**config.mk**
```make
export PLATFORM = sky130hd
export DESIGN_NAME = palm_scan_controller
export DESIGN_NICKNAME = d
export VERILOG_FILES = /design/src/rtl/palm_pkg.sv /design/src/rtl/palm_pixel_counter.sv /design/src/rtl/palm_scan_controller.sv
export SDC_FILE = /design/constraint.sdc
export NUM_CORES = 1
export LEC_CHECK = 0
export ABC_AREA = 0
export ABC_CLOCK_PERIOD_IN_PS = 4600
export CAP_MARGIN = 10
export CORE_AREA = 2 2 46 79
export DETAILED_ROUTE_END_ITERATION = 8
export DIE_AREA = 0 0 48 81
export DONT_BUFFER_PORTS = 1
export GPL_ROUTABILITY_DRIVEN = 0
export PLACE_DENSITY = 0.71
export SYNTH_ARGS = -nofsm -noshare
export SYNTH_HDL_FRONTEND = slang
export SYNTH_HIERARCHICAL = 1
export SYNTH_SLANG_ARGS = --single-unit
```
**constraint.sdc**
```tcl
create_clock -name clk -period 4.6 [get_ports clk]
set_input_delay 0.46 -clock clk [delete_from_list [all_inputs] [get_ports clk]]
set_output_delay 0.46 -clock clk [all_outputs]
set_load 0.01 [all_outputs]
```
**src/rtl/palm_pkg.sv**
```systemverilog
// ---------------------------------------------------------------------------
// palm_pkg
// Shared definitions for the palm scan controller:
//   IMG_W, IMG_H  - default frame geometry in pixels / lines
//   WDOG_CYCLES   - default idle-pixel timeout in clocks (used only when the
//                   design is built with PALM_SCAN_WATCHDOG_EN)
//   state_t       - controller FSM state encoding
// ---------------------------------------------------------------------------
package palm_pkg;

    localparam int IMG_W       = 160;
    localparam int IMG_H       = 120;
    localparam int WDOG_CYCLES = 4096;

    // IDLE is encoded as zero so the debug state output reads 0 in reset.
    typedef enum logic [2:0] {
        ST_IDLE     = 3'd0,
        ST_ARM      = 3'd1,
        ST_WAIT_SOF = 3'd2,
        ST_SCAN     = 3'd3,
        ST_DONE     = 3'd4
    } state_t;

endpackage

```
**src/rtl/palm_pixel_counter.sv**
```systemverilog
// ---------------------------------------------------------------------------
// palm_pixel_counter
// Row/column tracker for the pixel stream.
//   clk, rst   - clock, asynchronous active-low reset
//   clear      - the pixel in this cycle is (0,0)
//   inc        - a pixel is accepted in this cycle
//   row, col   - coordinates of the pixel in this cycle
//   last       - the pixel accepted in this cycle is (IMG_H-1, IMG_W-1)
// The registers hold the coordinate of the next pixel to arrive; row/col
// are therefore combinational so the accepted pixel sees its own position.
// clear together with inc means "this pixel is the origin", so the stored
// position advances to (0,1).
// ---------------------------------------------------------------------------
module palm_pixel_counter #(
    parameter int IMG_W = palm_pkg::IMG_W,
    parameter int IMG_H = palm_pkg::IMG_H
) (
    input  logic       clk,
    input  logic       rst,
    input  logic       clear,
    input  logic       inc,
    output logic [7:0] row,
    output logic [7:0] col,
    output logic       last
);

    localparam logic [7:0] COL_MAX = 8'(IMG_W - 1);
    localparam logic [7:0] ROW_MAX = 8'(IMG_H - 1);

    logic [7:0] r_row;
    logic [7:0] r_col;
    logic [7:0] w_row_base;
    logic [7:0] w_col_base;
    logic [7:0] w_row_nxt;
    logic [7:0] w_col_nxt;

    always_comb begin
        w_row_base = clear ? 8'd0 : r_row;
        w_col_base = clear ? 8'd0 : r_col;
        w_row_nxt  = w_row_base;
        w_col_nxt  = w_col_base;
        if (inc) begin
            if (w_col_base == COL_MAX) begin
                w_col_nxt = 8'd0;
                w_row_nxt = (w_row_base == ROW_MAX) ? 8'd0 : w_row_base + 8'd1;
            end else begin
                w_col_nxt = w_col_base + 8'd1;
            end
        end
    end

    assign row  = w_row_base;
    assign col  = w_col_base;
    assign last = inc & (w_row_base == ROW_MAX) & (w_col_base == COL_MAX);

    always_ff @(posedge clk or negedge rst) begin
        if (!rst) begin
            r_row <= 8'd0;
            r_col <= 8'd0;
        end else begin
            r_row <= w_row_nxt;
            r_col <= w_col_nxt;
        end
    end

endmodule

```
**src/rtl/palm_scan_controller.sv**
```systemverilog
// ---------------------------------------------------------------------------
// palm_scan_controller
// Sequences one palm capture: clears the identification datapath, waits
// for start of frame, streams pixels with coordinates into the datapath and
// returns the detected palm geometry (or a not-found / timeout status).
//
// Optional feature: define PALM_SCAN_WATCHDOG_EN to add an idle-pixel
// watchdog that ends the capture with res_timeout=1 after WDOG_CYCLES
// consecutive clocks without pix_valid in WAIT_SOF/SCAN. Without it,
// res_timeout is tied to 0 and the controller waits indefinitely.
//
// Ports:
//   clk, rst                 - clock, asynchronous active-low reset
//   start                    - capture request (honoured in IDLE only)
//   sof, pix_valid, pix_obj  - segmented pixel stream
//   pid_found/width/height   - palm detection result from the datapath
//   pid_clear                - one-cycle datapath clear
//   pid_en                   - pixel accept enable to the datapath
//   pid_obj                  - pix_obj forwarded, gated by pid_en
//   pix_row, pix_col         - coordinates of the pixel in this cycle
//   res_valid/res_ready      - result handshake
//   res_found, res_timeout   - result status
//   res_width, res_height    - latched palm geometry
//   busy                     - state is not IDLE
//   dbg_state                - current FSM state
//
// Result handshake: res_valid is high for the whole DONE state and all
// res_* outputs are held stable while it is high; a transfer happens on a
// rising edge where res_valid & res_ready, after which res_valid drops.
// ---------------------------------------------------------------------------
module palm_scan_controller #(
    parameter int IMG_W       = palm_pkg::IMG_W,
    parameter int IMG_H       = palm_pkg::IMG_H,
    parameter int WDOG_CYCLES = palm_pkg::WDOG_CYCLES
) (
    input  logic       clk,
    input  logic       rst,
    input  logic       start,
    input  logic       sof,
    input  logic       pix_valid,
    input  logic       pix_obj,
    input  logic       pid_found,
    input  logic [7:0] pid_width,
    input  logic [7:0] pid_height,
    output logic       pid_clear,
    output logic       pid_en,
    output logic       pid_obj,
    output logic [7:0] pix_row,
    output logic [7:0] pix_col,
    output logic       res_valid,
    input  logic       res_ready,
    output logic       res_found,
    output logic       res_timeout,
    output logic [7:0] res_width,
    output logic [7:0] res_height,
    output logic       busy,
    output logic [2:0] dbg_state
);

    import palm_pkg::*;

    state_t     r_state;
    state_t     w_state_nxt;

    logic       r_res_found;
    logic [7:0] r_res_width;
    logic [7:0] r_res_height;
    logic       w_res_found_nxt;
    logic [7:0] w_res_width_nxt;
    logic [7:0] w_res_height_nxt;

    logic       w_pix_start;
    logic       w_cnt_clear;
    logic       w_cnt_inc;
    logic       w_last;
    logic       w_wdog_hit;

    assign w_pix_start = sof & pix_valid;

`ifdef PALM_SCAN_WATCHDOG_EN
    localparam int WDW = $clog2(WDOG_CYCLES + 1);

    logic           r_res_timeout;
    logic           w_res_timeout_nxt;
    logic [WDW-1:0] r_wdog_cnt;
    logic           w_wdog_active;

    assign w_wdog_active = (r_state == ST_WAIT_SOF) || (r_state == ST_SCAN);
    // Fires on the WDOG_CYCLES-th consecutive idle clock.
    assign w_wdog_hit    = w_wdog_active & ~pix_valid &
                           (r_wdog_cnt == WDW'(WDOG_CYCLES - 1));

    // Outside WAIT_SOF/SCAN the counter sits at zero, which gives the clear
    // on state entry; the WAIT_SOF->SCAN step always carries a pixel.
    always_ff @(posedge clk or negedge rst) begin
        if (!rst) begin
            r_wdog_cnt <= '0;
        end else if (!w_wdog_active || pix_valid) begin
            r_wdog_cnt <= '0;
        end else begin
            r_wdog_cnt <= r_wdog_cnt + 1'b1;
        end
    end

    assign res_timeout = r_res_timeout;
`else
    assign w_wdog_hit  = 1'b0;
    assign res_timeout = 1'b0;
`endif

    palm_pixel_counter #(
        .IMG_W (IMG_W),
        .IMG_H (IMG_H)
    ) u_pixel_counter (
        .clk   (clk),
        .rst   (rst),
        .clear (w_cnt_clear),
        .inc   (w_cnt_inc),
        .row   (pix_row),
        .col   (pix_col),
        .last  (w_last)
    );

    always_ff @(posedge clk or negedge rst) begin
        if (!rst) begin
            r_state      <= ST_IDLE;
            r_res_found  <= 1'b0;
            r_res_width  <= 8'd0;
            r_res_height <= 8'd0;
`ifdef PALM_SCAN_WATCHDOG_EN
            r_res_timeout <= 1'b0;
`endif
        end else begin
            r_state      <= w_state_nxt;
            r_res_found  <= w_res_found_nxt;
            r_res_width  <= w_res_width_nxt;
            r_res_height <= w_res_height_nxt;
`ifdef PALM_SCAN_WATCHDOG_EN
            r_res_timeout <= w_res_timeout_nxt;
`endif
        end
    end

    always_comb begin
        w_state_nxt      = r_state;
        w_res_found_nxt  = r_res_found;
        w_res_width_nxt  = r_res_width;
        w_res_height_nxt = r_res_height;
`ifdef PALM_SCAN_WATCHDOG_EN
        w_res_timeout_nxt = r_res_timeout;
`endif
        pid_clear   = 1'b0;
        pid_en      = 1'b0;
        w_cnt_clear = 1'b0;
        w_cnt_inc   = 1'b0;

        case (r_state)
            ST_IDLE: begin
                if (start) begin
                    w_state_nxt = ST_ARM;
                end
            end

            ST_ARM: begin
                pid_clear        = 1'b1;
                w_cnt_clear      = 1'b1;
                w_res_found_nxt  = 1'b0;
                w_res_width_nxt  = 8'd0;
                w_res_height_nxt = 8'd0;
`ifdef PALM_SCAN_WATCHDOG_EN
                w_res_timeout_nxt = 1'b0;
`endif
                w_state_nxt      = ST_WAIT_SOF;
            end

            ST_WAIT_SOF: begin
                if (w_pix_start) begin
                    // Frame entry pixel is (0,0) and goes to the datapath.
                    w_cnt_clear = 1'b1;
                    w_cnt_inc   = 1'b1;
                    pid_en      = 1'b1;
                    w_state_nxt = ST_SCAN;
                end else if (w_wdog_hit) begin
                    w_res_found_nxt = 1'b0;
`ifdef PALM_SCAN_WATCHDOG_EN
                    w_res_timeout_nxt = 1'b1;
`endif
                    w_state_nxt     = ST_DONE;
                end
            end

            ST_SCAN: begin
                if (w_pix_start) begin
                    // Resync: the datapath is cleared in this cycle, so the
                    // new origin pixel is withheld from it.
                    pid_clear   = 1'b1;
                    w_cnt_clear = 1'b1;
                    w_cnt_inc   = 1'b1;
                end else if (pix_valid) begin
                    pid_en    = 1'b1;
                    w_cnt_inc = 1'b1;
                end

                // Priority: detection, then end of frame, then watchdog.
                if (pid_found) begin
                    w_res_found_nxt  = 1'b1;
                    w_res_width_nxt  = pid_width;
                    w_res_height_nxt = pid_height;
                    w_state_nxt      = ST_DONE;
                end else if (w_last) begin
                    w_res_found_nxt  = 1'b0;
                    w_res_width_nxt  = 8'd0;
                    w_res_height_nxt = 8'd0;
                    w_state_nxt      = ST_DONE;
                end else if (w_wdog_hit) begin
                    w_res_found_nxt  = 1'b0;
                    w_res_width_nxt  = 8'd0;
                    w_res_height_nxt = 8'd0;
`ifdef PALM_SCAN_WATCHDOG_EN
                    w_res_timeout_nxt = 1'b1;
`endif
                    w_state_nxt      = ST_DONE;
                end
            end

            ST_DONE: begin
                if (res_ready) begin
                    w_state_nxt = ST_IDLE;
                end
            end

            default: begin
                w_state_nxt = ST_IDLE;
            end
        endcase
    end

    // Gated so the datapath only sees object bits of accepted pixels.
    assign pid_obj    = pix_obj & pid_en;
    assign res_valid  = (r_state == ST_DONE);
    assign res_found  = r_res_found;
    assign res_width  = r_res_width;
    assign res_height = r_res_height;
    assign busy       = (r_state != ST_IDLE);
    assign dbg_state  = r_state;

endmodule

```
==> impl_results.md <==
* Seq cells post-synth at 36
* Pre-CTS WS at roughly 1.4 ns
* Dpl cell area at between 1500 and 2000 sq um
* Fmax at ~310 MHz
* Hold Vio Cnt, Final at 0
* Max VDD drop at ~0.29 mV
* Number of I/O port buffers at 0
* Fin crit period at 3.27 ns
* H-tree depth at 2
* Slew of the pin with the lowest slew margin at between 0.6 and 0.7 ns
* Routed WL per cell at 17.3 um
* Area of the die at around 4000 sq um
* Clock slew at reported path FFs at approximately 0.070 ns
* Hold Path Sink: dbg_state[2]
* DR vias/cell at around 6
* Worst setup margin at 1.33 ns
* Antenna diodes at 0
* Final slew viol count at 0
* Average cell area after synthesis at approximately 11 sq um
* Initial Utilization at 0.542
* Main flop type after synthesis: dfrtp_1
* First-pass GRT wire length at between 5000 and 6000 um
* Top-level I/O count at 66
* Switching Share at 0.356
* Critical path class: flip-flop to flip-flop
* Clk Latency, worst-skew pair at between 0.2 and 0.3 ns
* Std cell rows at 28
* Utilization after layout at 0.585
* Post-CTS Resized at 0
* Initial DRC Count at 31
* DRT Pass-1 Iters at 5
* Gr usage total at 0.208
* HPWL after DPL at 2730 um
* Vias at between 1,000 and 1,500
* Pin count of the biggest net entering global routing at 37
* Hold WC Path Type: input port to flip-flop
* Pint at between 600 and 700 uW
* Total CTS buffers at 5
* CP arrival at between 3 and 4 ns
* Initial antenna violation count at 0
* M1 WL at approximately 1400 um
* Post-synthesis sequential area ratio at 0.500
* DR top layer: met4
* Clock Tree Root: clkbuf_8
* Cell variety after synth at 43
* Core footprint at ~3300 sq um
* Worst-case clock buffer depth at 2
* Net Sw Power at ~360 uW
* Ys Warns at 6
* Worst Hold Launch: res_ready
* Nets at between 150 and 200
* Status: complete, no violations
* Die height at a little over 80 um
* Die Wd at about 48 um
* CTS tree: built
* Remaining antenna violation count at 0
* Worst reg-to-reg path cell count at 12
* Cells on Worst Hold Path at 1
* Final clock period utilization by the worst path at 0.710
* Met3 wire len at 296 um
* P&R area growth vs syn at 8.05%
* Area of the mapped netlist at approximately 1800 sq um
* Max_slew headroom at 0.577
* Top post-synthesis cells by area: dfrtp_1, a22o_1, nor2b_1, nor2_1, xnor2_1
* Critical Path End Type: flip-flop
* Final instance area at ~1900 sq um
* Grt total ovfl at 0
* Setup_tns at 0 ns
* # hold bufs at CTS at 2
* Number of fill cells in the layout at 280
* Area share of the largest cell type after synthesis at 0.500
* Cell area power density at approximately 520 nW/um^2
* Static Leakage at 0.000878 uW
* Min Hold Slack at between 0.2 and 0.3 ns
* Nature of the critical path startpoint: flip-flop
* Post-synth EDFFs at 0
* Final WL at ~3800 um
* Worst Path Required at ~4.8 ns
* Skew final at about 0.0066 ns
* Post-Synthesis Cells at 170
* Max-cap check violation count at 0
* Metal2 WL at 1970 um
* Clk pwr share at 0.265
* Gate power share at 0.261
* R2r endpoint: res_height[3]
* Synth area leader: dfrtp_1
* Worst-path fanout max at 25
* RSZ-0062 raised after global routing: false
* Vias in the first global route at ~1,300
* Reg2reg setup slack at around 1.3 ns
* Seq pwr share at 0.473
* Asr flop ratio synth at 1.00
* Clock sinks at 36
* Setup Viol. Count Final at 0
* Critical R2R Launch: dbg_state[1]
* Remaining routing DRC violations at 0
* Syn_nets at around 200
* Postcts setup bufs at 0
* Layout cells sized above 1 at 0.110
==> worst max-delay path by stage <==
stage / from / end / slack [ns] / cells after the start
6_report: dbg_state[1] / res_height[3] / 1.33 / 12
3_3_place_gp: dbg_state[1] / res_height[3] / 1.47 / 12
5_1_grt: dbg_state[1] / res_width[4] / 1.02 / 13
2_1_floorplan: dbg_state[1] / res_height[0] / 1.60 / 16
4_1_cts: dbg_state[1] / res_height[5] / 1.33 / 12
3_5_place_dp: dbg_state[1] / res_height[5] / 1.36 / 12
==> area by class of cell <==
cell class	instances	area (sq um)	area share
Multi-Input combinational cell	120	820	0.421
Timing Repair Buffer	4	45.0	0.0231
Inverter	4	15.0	0.00771
Sequential cell	36	901	0.462
Tap cell	45	56.3	0.0289
Clock inverter	3	42.5	0.0218
Clock buffer	5	68.8	0.0353
==> synthesized netlist by cell type (2+ instances only) <==
cell / number
a22o_1: 16
nand4b_1: 3
nor3_1: 6
buf_4: 3
or3_1: 3
xnor2_1: 6
o21ai_0: 4
nor2b_1: 12
buf_2: 2
xor2_1: 4
nand4_1: 3
and2b_1: 2
clkbuf_1: 2
a21oi_1: 4
nand3_1: 6
and3_4: 2
nor2_1: 14
inv_1: 4
dfrtp_1: 36
nand2_1: 13
a21o_1: 3
==> metal layers <==
metal  track usage  vias up
li1              -      599
met1         0.212      632
met2         0.353       67
met3        0.0644       11
met4         0.116        0
met5             0        -
==> worst max-delay path, cell delays in order, from the launching register on <==
cell     delay (ns)
dfrtp_1        0.55
inv_1          0.15
nand2_1        0.11
a21oi_2        0.06
buf_4          0.22
nor2b_1        0.36
ha_1           0.27
and4_1         0.37
nand3_4        0.16
nor2_1         0.14
nor2_1         0.08
a21o_1         0.36
a22o_1         0.31
==> power groups by stage <==
stage	combinational [uW]	clock, uW	sequential, uW
3_5_place_dp	259	0	489
5_1_grt	299	291	496
6_report	266	270	482
2_1_floorplan	261	0	454
3_3_place_gp	243	0	486
4_1_cts	270	280	482
==> cells by family (layout without fill, tap and decap cells) <==
family                   Yosys count  in the layout  synth area share
AND/OR/NAND/NOR                   74             74             0.246
adder cells (fa/ha/maj)            1              1           0.00694
other                              1              1           0.00208
AO/OA/AOI/OAI                     32             32             0.135
multiplexers                       1              1           0.00555
flip-flops                        36             36             0.500
XOR/XNOR                          11             11            0.0576
buffers and inverters             14             16            0.0479
==> through the flow <==
step                      total power [uW]  std cells
after floorplan                        715        170
after global placement                 729        207
after detailed placement               748        207
after CTS                             1030        217
after global routing                  1090        217
final                                 1020        217
==> placed cells by master, fill, tap and decap left out, types with 5 or more instances in the layout <==
| master | instances |
|---|---|
| a22o_1 | 16 |
| nor3_1 | 6 |
| nor2_1 | 14 |
| nand2_1 | 13 |
| nand3_1 | 6 |
| clkbuf_8 | 5 |
| dfrtp_1 | 36 |
| xnor2_1 | 6 |
| nor2b_1 | 12 |
==> registers in the layout (all words and copies together), names as in the netlist <==
signal / cells
dbg_state: 3
res_found: 1
res_height: 8
res_width: 8
u_pixel_counter/r_col: 8
u_pixel_counter/r_row: 8
(Power assumes the default switching activity.)
